<file path="config.mk">
export PLATFORM = sky130hd
export DESIGN_NAME = serial_frame_receiver_flat
export DESIGN_NICKNAME = d
export VERILOG_FILES = /design/src/rtl/serial_frame_receiver_if.sv /design/src/rtl/serial_frame_receiver.sv /design/src/flat_wrapper.sv
export SDC_FILE = /design/constraint.sdc
export NUM_CORES = 1
export LEC_CHECK = 0
export BUFFER_PORTS_ARGS = -buffer_cell sky130_fd_sc_hd__buf_2
export CAP_MARGIN = 25
export CORE_AREA = 2 2 49 47
export CTS_CLUSTER_DIAMETER = 150
export DETAILED_ROUTE_END_ITERATION = 8
export DIE_AREA = 0 0 51 49
export GPL_ROUTABILITY_DRIVEN = 1
export PLACE_DENSITY = 0.7
export SETUP_SLACK_MARGIN = 0.2
export SYNTH_ARGS = -nofsm -noshare
export SYNTH_HDL_FRONTEND = slang
export SYNTH_SLANG_ARGS = --single-unit
</file>
<file path="constraint.sdc">
create_clock -name clk -period 1.8 [get_ports clk]
set_input_delay 0.18 -clock clk [delete_from_list [all_inputs] [get_ports clk]]
set_output_delay 0.18 -clock clk [all_outputs]
set_load 0.02 [all_outputs]
</file>
<file path="src/rtl/serial_frame_receiver_if.sv">
// Parallel/serial bundle of the frame receiver.
// slave  : receiver view (samples serial_in/data_ready, drives word + status).
// master : upstream line / parallel consumer view.
interface serial_frame_receiver_if #(
   parameter int DATA_W = 8
);
   logic              serial_in;
   logic              data_ready;
   logic [DATA_W-1:0] data_out;
   logic              data_valid;
   logic              frame_err;
   logic              parity_err;
   logic              overrun;

   modport master (
      output serial_in, data_ready,
      input  data_out, data_valid, frame_err, parity_err, overrun
   );

   modport slave (
      input  serial_in, data_ready,
      output data_out, data_valid, frame_err, parity_err, overrun
   );
endinterface

</file>
<file path="src/rtl/serial_frame_receiver.sv">
// Serial frame receiver: start(1), DATA_W data bits LSB first, optional even
// parity bit, stop(0). Good words go to a one-entry buffer on valid/ready.
// Optional feature macro: SERIAL_RX_PARITY_EN (adds the parity bit/state).
module serial_frame_receiver #(
   parameter int DATA_W = 8
) (
   input logic                   clk,
   input logic                   reset,
   serial_frame_receiver_if.slave bus
);
   localparam int CNT_W = $clog2(DATA_W);

`ifdef SERIAL_RX_PARITY_EN
   typedef enum logic [1:0] {S_IDLE, S_DATA, S_PARITY, S_STOP} state_t;
`else
   typedef enum logic [1:0] {S_IDLE, S_DATA, S_STOP} state_t;
`endif

   state_t            state, state_nxt;
   logic [CNT_W-1:0]  cnt, cnt_nxt;
   logic [DATA_W-1:0] shift_q, shift_nxt;
   logic              stop_edge;
   logic              par_bad;
   logic              good;

   logic [DATA_W-1:0] dout_q;
   logic              dvalid_q;
   logic              ferr_q;
   logic              ovr_q;
   logic              accept;

`ifdef SERIAL_RX_PARITY_EN
   logic              par_q, par_nxt;
   logic              perr_q;
`endif

   // Frame FSM and deserialiser state registers
   always_ff @(posedge clk or negedge reset) begin
      if (!reset) begin
         state   <= S_IDLE;
         cnt     <= '0;
         shift_q <= '0;
`ifdef SERIAL_RX_PARITY_EN
         par_q   <= 1'b0;
`endif
      end else begin
         state   <= state_nxt;
         cnt     <= cnt_nxt;
         shift_q <= shift_nxt;
`ifdef SERIAL_RX_PARITY_EN
         par_q   <= par_nxt;
`endif
      end
   end

   // Next-state: hunt start bit, shift data bits, (parity), stop
   always_comb begin
      state_nxt = state;
      cnt_nxt   = cnt;
      shift_nxt = shift_q;
      stop_edge = 1'b0;
`ifdef SERIAL_RX_PARITY_EN
      par_nxt   = par_q;
`endif
      case (state)
         S_IDLE: begin
            if (bus.serial_in) begin
               state_nxt = S_DATA;
               cnt_nxt   = '0;
            end
         end
         S_DATA: begin
            shift_nxt[cnt] = bus.serial_in;
            cnt_nxt        = cnt + CNT_W'(1);
            if (cnt == CNT_W'(DATA_W - 1)) begin
`ifdef SERIAL_RX_PARITY_EN
               state_nxt = S_PARITY;
`else
               state_nxt = S_STOP;
`endif
            end
         end
`ifdef SERIAL_RX_PARITY_EN
         S_PARITY: begin
            par_nxt   = bus.serial_in;
            state_nxt = S_STOP;
         end
`endif
         S_STOP: begin
            // A high stop bit is not a start bit: always drop back to IDLE.
            stop_edge = 1'b1;
            state_nxt = S_IDLE;
         end
         default: state_nxt = S_IDLE;
      endcase
   end

   // Frame verdict at the stop edge; frame error outranks parity error
   always_comb begin
`ifdef SERIAL_RX_PARITY_EN
      par_bad = (^shift_q) ^ par_q;
`else
      par_bad = 1'b0;
`endif
      good   = stop_edge && !bus.serial_in && !par_bad;
      accept = dvalid_q && bus.data_ready;
   end

   // One-entry output buffer and registered status pulses
   always_ff @(posedge clk or negedge reset) begin
      if (!reset) begin
         dout_q   <= '0;
         dvalid_q <= 1'b0;
         ferr_q   <= 1'b0;
         ovr_q    <= 1'b0;
`ifdef SERIAL_RX_PARITY_EN
         perr_q   <= 1'b0;
`endif
      end else begin
         ferr_q <= stop_edge && bus.serial_in;
`ifdef SERIAL_RX_PARITY_EN
         perr_q <= stop_edge && !bus.serial_in && par_bad;
`endif
         ovr_q  <= 1'b0;
         if (good && (!dvalid_q || accept)) begin
            dout_q   <= shift_q;
            dvalid_q <= 1'b1;
         end else begin
            if (good) ovr_q <= 1'b1;     // full and not draining: drop new word
            if (accept) dvalid_q <= 1'b0;
         end
      end
   end

   assign bus.data_out   = dout_q;
   assign bus.data_valid = dvalid_q;
   assign bus.frame_err  = ferr_q;
   assign bus.overrun    = ovr_q;
`ifdef SERIAL_RX_PARITY_EN
   assign bus.parity_err = perr_q;
`else
   assign bus.parity_err = 1'b0;
`endif
endmodule

</file>
<file path="src/flat_wrapper.sv">
// flat-port wrapper written by rule: the top's interface ports become plain ports
module serial_frame_receiver_flat 
#(
   parameter int DATA_W = 8
)
  (clk, reset, bus_serial_in, bus_data_ready, bus_data_out, bus_data_valid, bus_frame_err, bus_parity_err, bus_overrun);
  serial_frame_receiver_if #(.DATA_W(DATA_W)) bus_i ();
  input logic clk;
  input logic reset;
  input wire logic [$bits(bus_i.serial_in)-1:0] bus_serial_in;
  input wire logic [$bits(bus_i.data_ready)-1:0] bus_data_ready;
  output wire logic [$bits(bus_i.data_out)-1:0] bus_data_out;
  output wire logic [$bits(bus_i.data_valid)-1:0] bus_data_valid;
  output wire logic [$bits(bus_i.frame_err)-1:0] bus_frame_err;
  output wire logic [$bits(bus_i.parity_err)-1:0] bus_parity_err;
  output wire logic [$bits(bus_i.overrun)-1:0] bus_overrun;
  assign bus_i.serial_in = bus_serial_in;
  assign bus_i.data_ready = bus_data_ready;
  assign bus_data_out = bus_i.data_out;
  assign bus_data_valid = bus_i.data_valid;
  assign bus_frame_err = bus_i.frame_err;
  assign bus_parity_err = bus_i.parity_err;
  assign bus_overrun = bus_i.overrun;
  serial_frame_receiver #(.DATA_W(DATA_W)) u_core (.clk(clk), .reset(reset), .bus(bus_i));
endmodule
</file>
==> qor.json, run 1 <==
{
  "drive_gt1_share_pct": 23.3,
  "floorplan.die.width_um": 51,
  "min_to": "u_core.bus.overrun",
  "yosysWarningCount": 0,
  "post_synth_inst_count": 72,
  "report.final.hold_viol_count": 0,
  "num-fill-cells": 185,
  "pin_count_of_the_biggest_net_entering_global_routing": 25,
  "hp-start": "bus_data_ready",
  "status": "complete, no violations",
  "core_sq_um": 2020,
  "first_pass_drt_iterations": 4,
  "route.detailed.drc": 0,
  "synth_area_leaders": "dfrtp_1 60%, mux2_1 18%, ha_1 2.5%",
  "slew_headroom_pct": 65.5,
  "comb_power_share_pct": 32.4,
  "number_of_global_route_vias_before_repair": 547,
  "grt_first_pass_wirelength_um": 2530,
  "dieArea_sq_um": 2500,
  "worstReg2RegStart": "u_core.state[1]",
  "setup-tns-final_ns": 0,
  "switching_power_mw": 0.555,
  "final.setup.worst_slack_ns": 0.381,
  "critical_path.endpoint_type": "register",
  "routedWlPerCell_um": 12.6,
  "post-route-period-util_pct": 78.9,
  "final_net_count": 94,
  "netlist.top_cell.by_area": "dfrtp_1",
  "total_leakage_power_nw": 0.563,
  "dr.max_layer_used": "met4",
  "pre_cts_slack_ns": 0.396,
  "antenna_found_initial": 0,
  "pwr-share-seq_pct": 54.4,
  "antenna_cells": 0,
  "syn-cell-area_sq_um": 1000,
  "main_flop_type_after_synthesis": "dfrtp_1",
  "cts_setup_buffers": 0,
  "post-synth-top-count-cell": "dfrtp_1",
  "initial_drc_count": 3,
  "vias": 570,
  "cts_buffers": 3,
  "max_clock_freq_ghz": 0.705,
  "worstSetupPathType": "register to register",
  "met2WireLength_um": 608,
  "cp.arrival_ns": 1.61,
  "synth.ff_latch_count": 24,
  "port_buffers": 14,
  "sinks_on_clock_net": 24,
  "dp_hpwl_um": 995,
  "timing.final.setup_violations": 0,
  "worst-slew-pin-transition_ns": 0.517,
  "internal_power_contribution_mw": 1.09,
  "synth_top_cells_by_count": "24 x dfrtp_1, 16 x mux2_1, 3 x nand2_1, 3 x nand3b_1",
  "seqCellArea_sq_um": 601,
  "clock_path_buffers": 2,
  "worst_ir_drop_vdd_v": 0.000881,
  "io-pin-count": 16,
  "timing_max_transition_violations_final": 0,
  "routedLengthMet1_um": 698,
  "synth_edf_count": 0,
  "level_count_of_the_clock_h_tree": 1,
  "effective_utilization_at_floorplan_pct": 49.6,
  "power_density_nw_per_um2": 1470,
  "synth_area_per_cell_sq_um": 13.9,
  "cts_hold_buffers": 1,
  "clk_root_buffer_cell": "clkbuf_4",
  "multi_input_area_sq_um": 382,
  "r2r.worst_path.cells": 3,
  "p_clk_share_pct": 13.2,
  "tritoncts_clock_tree": "yes",
  "flop_to_flop_setup_slack_ns": 0.38,
  "gpl.final_weighted_congestion": 0.699,
  "rows": 16,
  "critPathLaunchType": "register",
  "count_of_cells_along_the_worst_hold_path": 3,
  "worstReg2RegEnd": "u_core.shift_q[5]",
  "timing.max_cap.violations": 0,
  "critical_path.max_fanout": 7,
  "ant_nets": 0,
  "worst_path_clk_slew_ns": 0.11,
  "globalRoute.totalOverflow": 0,
  "area_delta_synth_final_pct": 11.5,
  "detail_route.wirelength_um": 1430,
  "asyncSetResetFlopFracSynth_pct": 100,
  "die_boundary_height_um": 49,
  "netlist.area_leader.share_pct": 59.9,
  "via_per_inst": 5.04,
  "met3RoutedLength_um": 82,
  "rsz0062_at_grt": "no",
  "globalRouteTotalUtil_pct": 14.1,
  "insertion_delay_ns": 0.30,
  "fraction_of_the_yosys_area_taken_by_sequential_cells_pct": 59.9,
  "post_cts_resized": 0,
  "hp-class": "primary input to register",
  "switching_part_of_the_total_power_pct": 33.7,
  "yosysUniqueCellTypes": 25,
  "clock-skew-final_ns": 0.000580,
  "fin_crit_ns": 1.42,
  "synthesized_net_count": 78,
  "req_time_crit_path_ns": 2.00
}
## power groups by stage
| stage | clock (mW) | combinational [mW] | sequential (mW) |
|---|---|---|---|
| finish | 0.217 | 0.534 | 0.896 |
| global route | 0.249 | 0.608 | 0.931 |
| CTS | 0.233 | 0.543 | 0.897 |
| detailed placement | 0 | 0.536 | 0.909 |
| global placement | 0 | 0.525 | 0.899 |
| floorplan | 0 | 0.397 | 0.905 |
## how the worst max path moves through the flow
stage	start	endpoint	depth (start not counted)
finish	u_core.state[1]	u_core.shift_q[5]	3
global route	u_core.state[1]	u_core.shift_q[3]	3
CTS	u_core.state[1]	u_core.shift_q[5]	3
detailed placement	u_core.state[1]	u_core.shift_q[5]	3
global placement	u_core.state[1]	u_core.shift_q[5]	3
floorplan	u_core.state[1]	u_core.shift_q[3]	3
## stage by stage
stage                     total power, mW  utilization, %  cell area, sq um  cells  hold slack [ns]
after global routing                 1.79            55.3              1120    113            0.153
after global placement               1.42            53.7              1090    109            0.178
final                                1.65            55.3              1120    113            0.170
after detailed placement             1.45            53.7              1090    109            0.185
after CTS                            1.67            55.3              1120    113            0.158
after floorplan                      1.30               -              1000     72           -0.116
## critical path: stages, from the launching register on
cell and delay (ns):
dfrtp_1 0.48, nand3b_1 0.23, nor3b_1 0.25, mux2_1 0.35
## final cells by class
class / count / share of cell area [%]
Tap cell: 27 / 3.02
Multi-Input combinational cell: 44 / 34.1
Clock buffer: 3 / 2.01
Timing Repair Buffer: 15 / 7.16
Sequential cell: 24 / 53.7
## state kept, by name, indices dropped and copies added, names as in the netlist
register and count:
u_core.cnt 3, u_core.bus.data_valid 1, u_core.bus.frame_err 1, u_core.shift_q 8, u_core.bus.overrun 1, u_core.state 2
u_core.bus.data_out 8
## per-layer routing
layer	global-route usage, %	vias up
met5	0	-
met3	2.76	4
met4	10.8	0
met2	19.9	15
met1	18.9	273
li1	-	278
## logic make-up (layout without fill, tap and decap cells)
family                     after synthesis  in the layout  share of synthesized area, %
buffers and inverters                    4             18                          2.12
muxes                                   16             16                          18.0
AOI/OAI and AO/OA                        4              4                          2.99
and+or+nand+nor                         21             21                          14.2
adders and majority gates                2              2                          2.49
other                                    1              1                         0.374
DFF                                     24             24                          59.9
## cell usage in the layout, fill, tap and decap left out, types with 2 or more instances in the layout
cell type / count
dfrtp_1: 24
mux2_1: 16
buf_2: 14
nand2_1: 3
nand3b_1: 3
clkbuf_4: 3
nor2_1: 2
a22o_1: 2
nor3b_1: 2
ha_1: 2
Note: power is estimated with default switching activity, not from simulation.
==> run 2: changes to the inputs <==
- ABC_AREA: unset -> 1
- CORE_AREA: 2 2 49 47 -> 2 2 50 48
- DIE_AREA: 0 0 51 49 -> 0 0 52 50
- PLACE_DENSITY: 0.7 -> 0.71
- clock period: 1.8 -> 1.4 ns (I/O delays scaled with it)
==> run 2 against run 1 <==
Against the previous run: sequential power increased by 26%; hold slack worse by 0.0071 ns; die area up 4.0%; total power grew 46%; wire length up 37%; fmax grew 23%; cell area grew 12%; synthesized cell count increased by 64%.
==> qor.json, run 2 <==
{
  "clock_path_buffers": 2,
  "antenna_cells": 0,
  "fin_crit_ns": 1.15,
  "rows": 16,
  "core_sq_um": 2060,
  "rsz0062_at_grt": "no",
  "synth_area_per_cell_sq_um": 9.06,
  "drive_gt1_share_pct": 23.6,
  "pwr-share-seq_pct": 47.3,
  "final_common_cell": "nand2_1",
  "post_synth_inst_count": 118,
  "grt_first_pass_wirelength_um": 3020,
  "critical_path.endpoint_type": "register",
  "seqCellArea_sq_um": 603,
  "multi_input_area_sq_um": 415,
  "synth.ff_latch_count": 24,
  "synth_edf_count": 0,
  "globalRouteTotalUtil_pct": 15.7,
  "critical_path.max_fanout": 6,
  "post-synth-top-count-cell": "nand2_1",
  "sinks_on_clock_net": 24,
  "report.final.hold_viol_count": 0,
  "leading_cell_types_in_the_layout_fill_and_taps_excluded": "39 x nand2_1, 22 x dfrtp_1, 14 x buf_2",
  "synthesized_net_count": 124,
  "dieArea_sq_um": 2600,
  "critPathLaunchType": "register",
  "antenna_found_initial": 0,
  "via_per_inst": 5.05,
  "vias": 844,
  "synth_area_leaders": "dfrtp_1 56%, nand2_1 14%, nand4_1 5.9%",
  "number_of_instances_in_the_placed_design": 157,
  "worst_ir_drop_vdd_v": 0.00104,
  "netlist.area_leader.share_pct": 56.2,
  "io-pin-count": 16,
  "timing.final.setup_violations": 0,
  "cts_buffers": 3,
  "dp_hpwl_um": 1370,
  "worst-slew-pin-transition_ns": 0.523,
  "netlist.top_cell.by_area": "dfrtp_1",
  "clock-skew-final_ns": 0.00418,
  "cp.arrival_ns": 1.35,
  "pin_count_of_the_biggest_net_entering_global_routing": 25,
  "switching_power_mw": 0.965,
  "first_pass_drt_iterations": 4,
  "yosysWarningCount": 0,
  "ant_nets": 0,
  "yosysUniqueCellTypes": 19,
  "timing.max_cap.violations": 0,
  "insertion_delay_ns": 0.31,
  "layoutNonFillerInstCount": 167,
  "num-fill-cells": 178,
  "globalRoute.totalOverflow": 0,
  "route.detailed.drc": 0,
  "main_flop_type_after_synthesis": "dfrtp_1",
  "max_clock_freq_ghz": 0.870,
  "fraction_of_the_yosys_area_taken_by_sequential_cells_pct": 56.2,
  "p_clk_share_pct": 14.8,
  "synth_top_cells_by_count": "39 x nand2_1, 24 x dfrtp_1, 10 x nand3_1, 10 x nand4_1",
  "area_delta_synth_final_pct": 17.1,
  "req_time_crit_path_ns": 1.61,
  "number_of_global_route_vias_before_repair": 710,
  "asyncSetResetFlopFracSynth_pct": 100,
  "switching_part_of_the_total_power_pct": 40.2,
  "clk_root_buffer_cell": "clkbuf_4",
  "die_boundary_height_um": 50,
  "setup-tns-final_ns": 0,
  "power_density_nw_per_um2": 1920,
  "total_leakage_power_nw": 0.685,
  "timing_max_transition_violations_final": 0,
  "port_buffers": 14,
  "final_net_count": 147,
  "initial_drc_count": 14,
  "syn-cell-area_sq_um": 1070,
  "final.setup.worst_slack_ns": 0.251,
  "worst_path_clk_slew_ns": 0.13,
  "hp-class": "primary input to register",
  "effective_utilization_at_floorplan_pct": 51.8,
  "internal_power_contribution_mw": 1.43,
  "status": "complete, no violations",
  "comb_power_share_pct": 37.9,
  "routedWlPerCell_um": 11.7,
  "level_count_of_the_clock_h_tree": 1,
  "pre_cts_slack_ns": 0.220,
  "gpl.final_weighted_congestion": 0.834,
  "floorplan.die.width_um": 52,
  "post-route-period-util_pct": 82.1,
  "worstSetupPathType": "register to register",
  "slew_headroom_pct": 65.1,
  "detail_route.wirelength_um": 1960,
  "tritoncts_clock_tree": "yes"
}
[run 2: cell types whose count changed after synthesis, sizes merged, moves of 3 or more]
cell | previous run | this run
nor3b | 3 | 0
nand3 | 2 | 11
inv | 0 | 8
nand3b | 3 | 0
mux2 | 16 | 0
nor2 | 3 | 10
o21ai | 0 | 5
nand2 | 3 | 39
nand4 | 1 | 10
[run 2: logic make-up after synthesis]
family	share of synthesized area, %
other	0.351
adders and majority gates	2.34
and+or+nand+nor	32.2
buffers and inverters	5.15
AOI/OAI and AO/OA	3.75
DFF	56.2
[run 2: worst paths after layout]
check / start / endpoint / slack [ns] / depth (start not counted)
hold / removal: bus_serial_in / u_core.shift_q[3] / 0.16 / 3
hold reg to reg: u_core.bus.data_out[4] / u_core.bus.data_out[4] / 0.48 / 2
max in group asynchronous: reset / u_core.cnt[0] / 0.70 / 2
setup / recovery: u_core.cnt[0] / u_core.cnt[2] / 0.25 / 4
min in group asynchronous: reset / u_core.bus.frame_err / 0.32 / 2
setup reg to reg: u_core.cnt[0] / u_core.cnt[2] / 0.25 / 4
[run 2: metal layers]
metal / wire length, um / track usage [%]
met2: 937 / 24.7
met4: 23 / 7.46
met5: 0 / 0
met1: 934 / 20.8
met3: 62 / 2.73
[run 2: area by class of cell]
cell class | count | area share (%)
Sequential cell | 24 | 48.2
Clock buffer | 4 | 2.90
Inverter | 8 | 2.40
Timing Repair Buffer | 22 | 10.6
Tap cell | 27 | 2.70
Multi-Input combinational cell | 82 | 33.2
[run 2: repair_timing]
item                                    4_1_cts  5_1_grt
gates resized for setup                       0        3
setup buffers                                 0        5
hold buffers                                  1        0
endpoints found under the setup margin        0       18
hold endpoints to repair                     24        0
[run 2: critical path, cell delays in order (launching register included)]
cell and delay (ns):
dfrtp_2 0.47, ha_2 0.20, ha_1 0.26, nand2_1 0.06
o21ai_0 0.06
[run 2: power groups by stage]
stage	combinational, mW	clock [mW]	sequential [mW]
after floorplan	0.566	0	1.17
after global placement	0.809	0	1.14
after detailed placement	0.830	0	1.15
after CTS	0.835	0.370	1.13
after global routing	1.02	0.404	1.16
final	0.908	0.356	1.13
[run 2: metrics by stage]
step	total power, mW	hold slack (ns)	util [%]	instance area (sq um)
CTS	2.34	0.141	58.6	1210
detailed placement	1.98	0.140	56.4	1160
global route	2.59	0.176	60.7	1250
global placement	1.95	0.137	56.4	1160
finish	2.40	0.163	60.7	1250
floorplan	1.74	-0.156	-	1070
==> run 3: changes to the inputs <==
- clock period: 1.4 -> 1.1 ns (I/O delays scaled with it)
==> run 3 against run 2 <==
Against the previous run: the run now ends with negative setup slack left; clock power grew 12%; flip-flop and latch count is the same; utilization grew 16 points; cell area grew 26%; non-clock buffer count grew 10; setup slack lost 0.27 ns; wire length grew 30%; clock skew grew 0.0044 ns; first-iteration DRC count shrank 36%.
==> qor.json, run 3 (same netlist as run 2, synthesis figures left out) <==
{
  "status": "finished, violations left",
  "violated_checks": "negative setup slack",
  "port_buffers": 14,
  "leading_cell_types_in_the_layout_fill_and_taps_excluded": "32 x nand2_1, 19 x dfrtp_1, 14 x buf_6",
  "timing.max_cap.violations": 0,
  "timing.final.setup_violations": 2,
  "floorplan.die.width_um": 52,
  "hp-class": "primary input to register",
  "via_per_inst": 5.49,
  "max_clock_freq_ghz": 0.897,
  "number_of_global_route_vias_before_repair": 847,
  "critical_path.max_fanout": 11,
  "detail_route.wirelength_um": 2550,
  "antenna_found_initial": 0,
  "flop_to_flop_setup_slack_ns": -0.01,
  "post-route-period-util_pct": 101,
  "worst-slew-pin-transition_ns": 0.545,
  "pre_cts_slack_ns": 0.0334,
  "pin_count_of_the_biggest_net_entering_global_routing": 25,
  "initial_drc_count": 9,
  "power_density_nw_per_um2": 2410,
  "ant_nets": 0,
  "rsz0062_at_grt": "yes",
  "cts_buffers": 3,
  "vias": 982,
  "clock_path_buffers": 2,
  "area_delta_synth_final_pct": 47.2,
  "clock-skew-final_ns": 0.00858,
  "grt_first_pass_wirelength_um": 3800,
  "dieArea_sq_um": 2600,
  "level_count_of_the_clock_h_tree": 1,
  "report.final.hold_viol_count": 0,
  "worstSetupPathType": "register to register",
  "num-fill-cells": 136,
  "antenna_cells": 0,
  "critical_path.endpoint_type": "register",
  "slew_headroom_pct": 63.7,
  "whs_ns": 0.122,
  "req_time_crit_path_ns": 1.36,
  "gpl.final_weighted_congestion": 0.791,
  "totalPowerFinal_mw": 3.80,
  "globalRoute.totalOverflow": 0,
  "fin_crit_ns": 1.11,
  "timing_max_transition_violations_final": 0,
  "tritoncts_clock_tree": "yes",
  "cp.arrival_ns": 1.38,
  "final.setup.worst_slack_ns": -0.0147,
  "routedWlPerCell_um": 14.2,
  "globalRouteTotalUtil_pct": 19.9,
  "sinks_on_clock_net": 24,
  "core_sq_um": 2060,
  "effective_utilization_at_floorplan_pct": 51.8,
  "dp_hpwl_um": 1460,
  "route.detailed.drc": 0,
  "insertion_delay_ns": 0.32,
  "worst_ir_drop_vdd_v": 0.00201,
  "final_net_count": 159,
  "first_pass_drt_iterations": 4,
  "critPathLaunchType": "register",
  "rows": 16,
  "io-pin-count": 16,
  "total_leakage_power_nw": 0.771,
  "drive_gt1_share_pct": 45.4,
  "die_boundary_height_um": 50,
  "worst_path_clk_slew_ns": 0.13,
  "final_common_cell": "nand2_1",
  "clk_root_buffer_cell": "clkbuf_4"
}
## run 3: changes by cell type in the layout (fill, tap and decap cells not counted), sizes merged
| cell | change |
|---|---|
| nand3 | +1 |
| inv | -1 |
| buf | +10 |
| clkinvlp | +1 |
| nor2 | +1 |
## run 3: final timing paths
check	startpoint	endpoint	depth (start not counted)
max	u_core.state[1]	u_core.state[0]	4
min	bus_serial_in	u_core.shift_q[5]	3
max reg2reg	u_core.state[1]	u_core.state[0]	4
min reg2reg	u_core.shift_q[6]	u_core.shift_q[6]	2
max in group asynchronous	reset	u_core.cnt[1]	2
min in group asynchronous	reset	u_core.bus.frame_err	2
## run 3: cell type report
class / instances / area [sq um] / share of cell area [%]
Clock buffer: 4 / 26.3 / 1.67
Inverter: 8 / 36.3 / 2.31
Multi-Input combinational cell: 84 / 549 / 34.9
Sequential cell: 24 / 607 / 38.6
Tap cell: 27 / 33.8 / 2.15
Timing Repair Buffer: 32 / 320 / 20.4
## run 3: metrics by stage
stage	instance area, sq um	setup TNS, ns	cells	utilization [%]
floorplan	1090	0	118	-
global placement	1190	0	158	57.8
detailed placement	1190	0	158	57.8
CTS	1430	0	172	69.5
global route	1570	-0.347	179	76.3
finish	1570	-0.0219	179	76.3
## run 3: layer usage
metal,wire (um),track usage (%),vias to the layer above
met4,80,5.26,0
met1,1070,24.3,487
met5,0,0,-
met3,77,6.36,11
li1,-,-,463
met2,1310,33.3,21
## run 3: what timing repair did
| action | CTS | global route |
|---|---|---|
| cloned | 2 | 0 |
| gates resized for setup | 40 | 22 |
| pin swaps | 6 | 8 |
| hold buffers | 1 | 0 |
| hold endpoints to repair | 24 | 0 |
| endpoints found under the setup margin | 33 | 33 |
| setup buffers | 7 | 7 |
## run 3: power by group
part	internal (mW)	switching [mW]	leakage, nW
sequential	1.20	0.295	0.302
clock	0.142	0.257	0.0150
combinational	0.884	1.02	0.454
## run 3: worst max-delay path, stage by stage (launching register included)
cell	delay [ns]
dfrtp_2	0.46
buf_4	0.16
buf_12	0.14
nor2_4	0.16
o21a_1	0.14
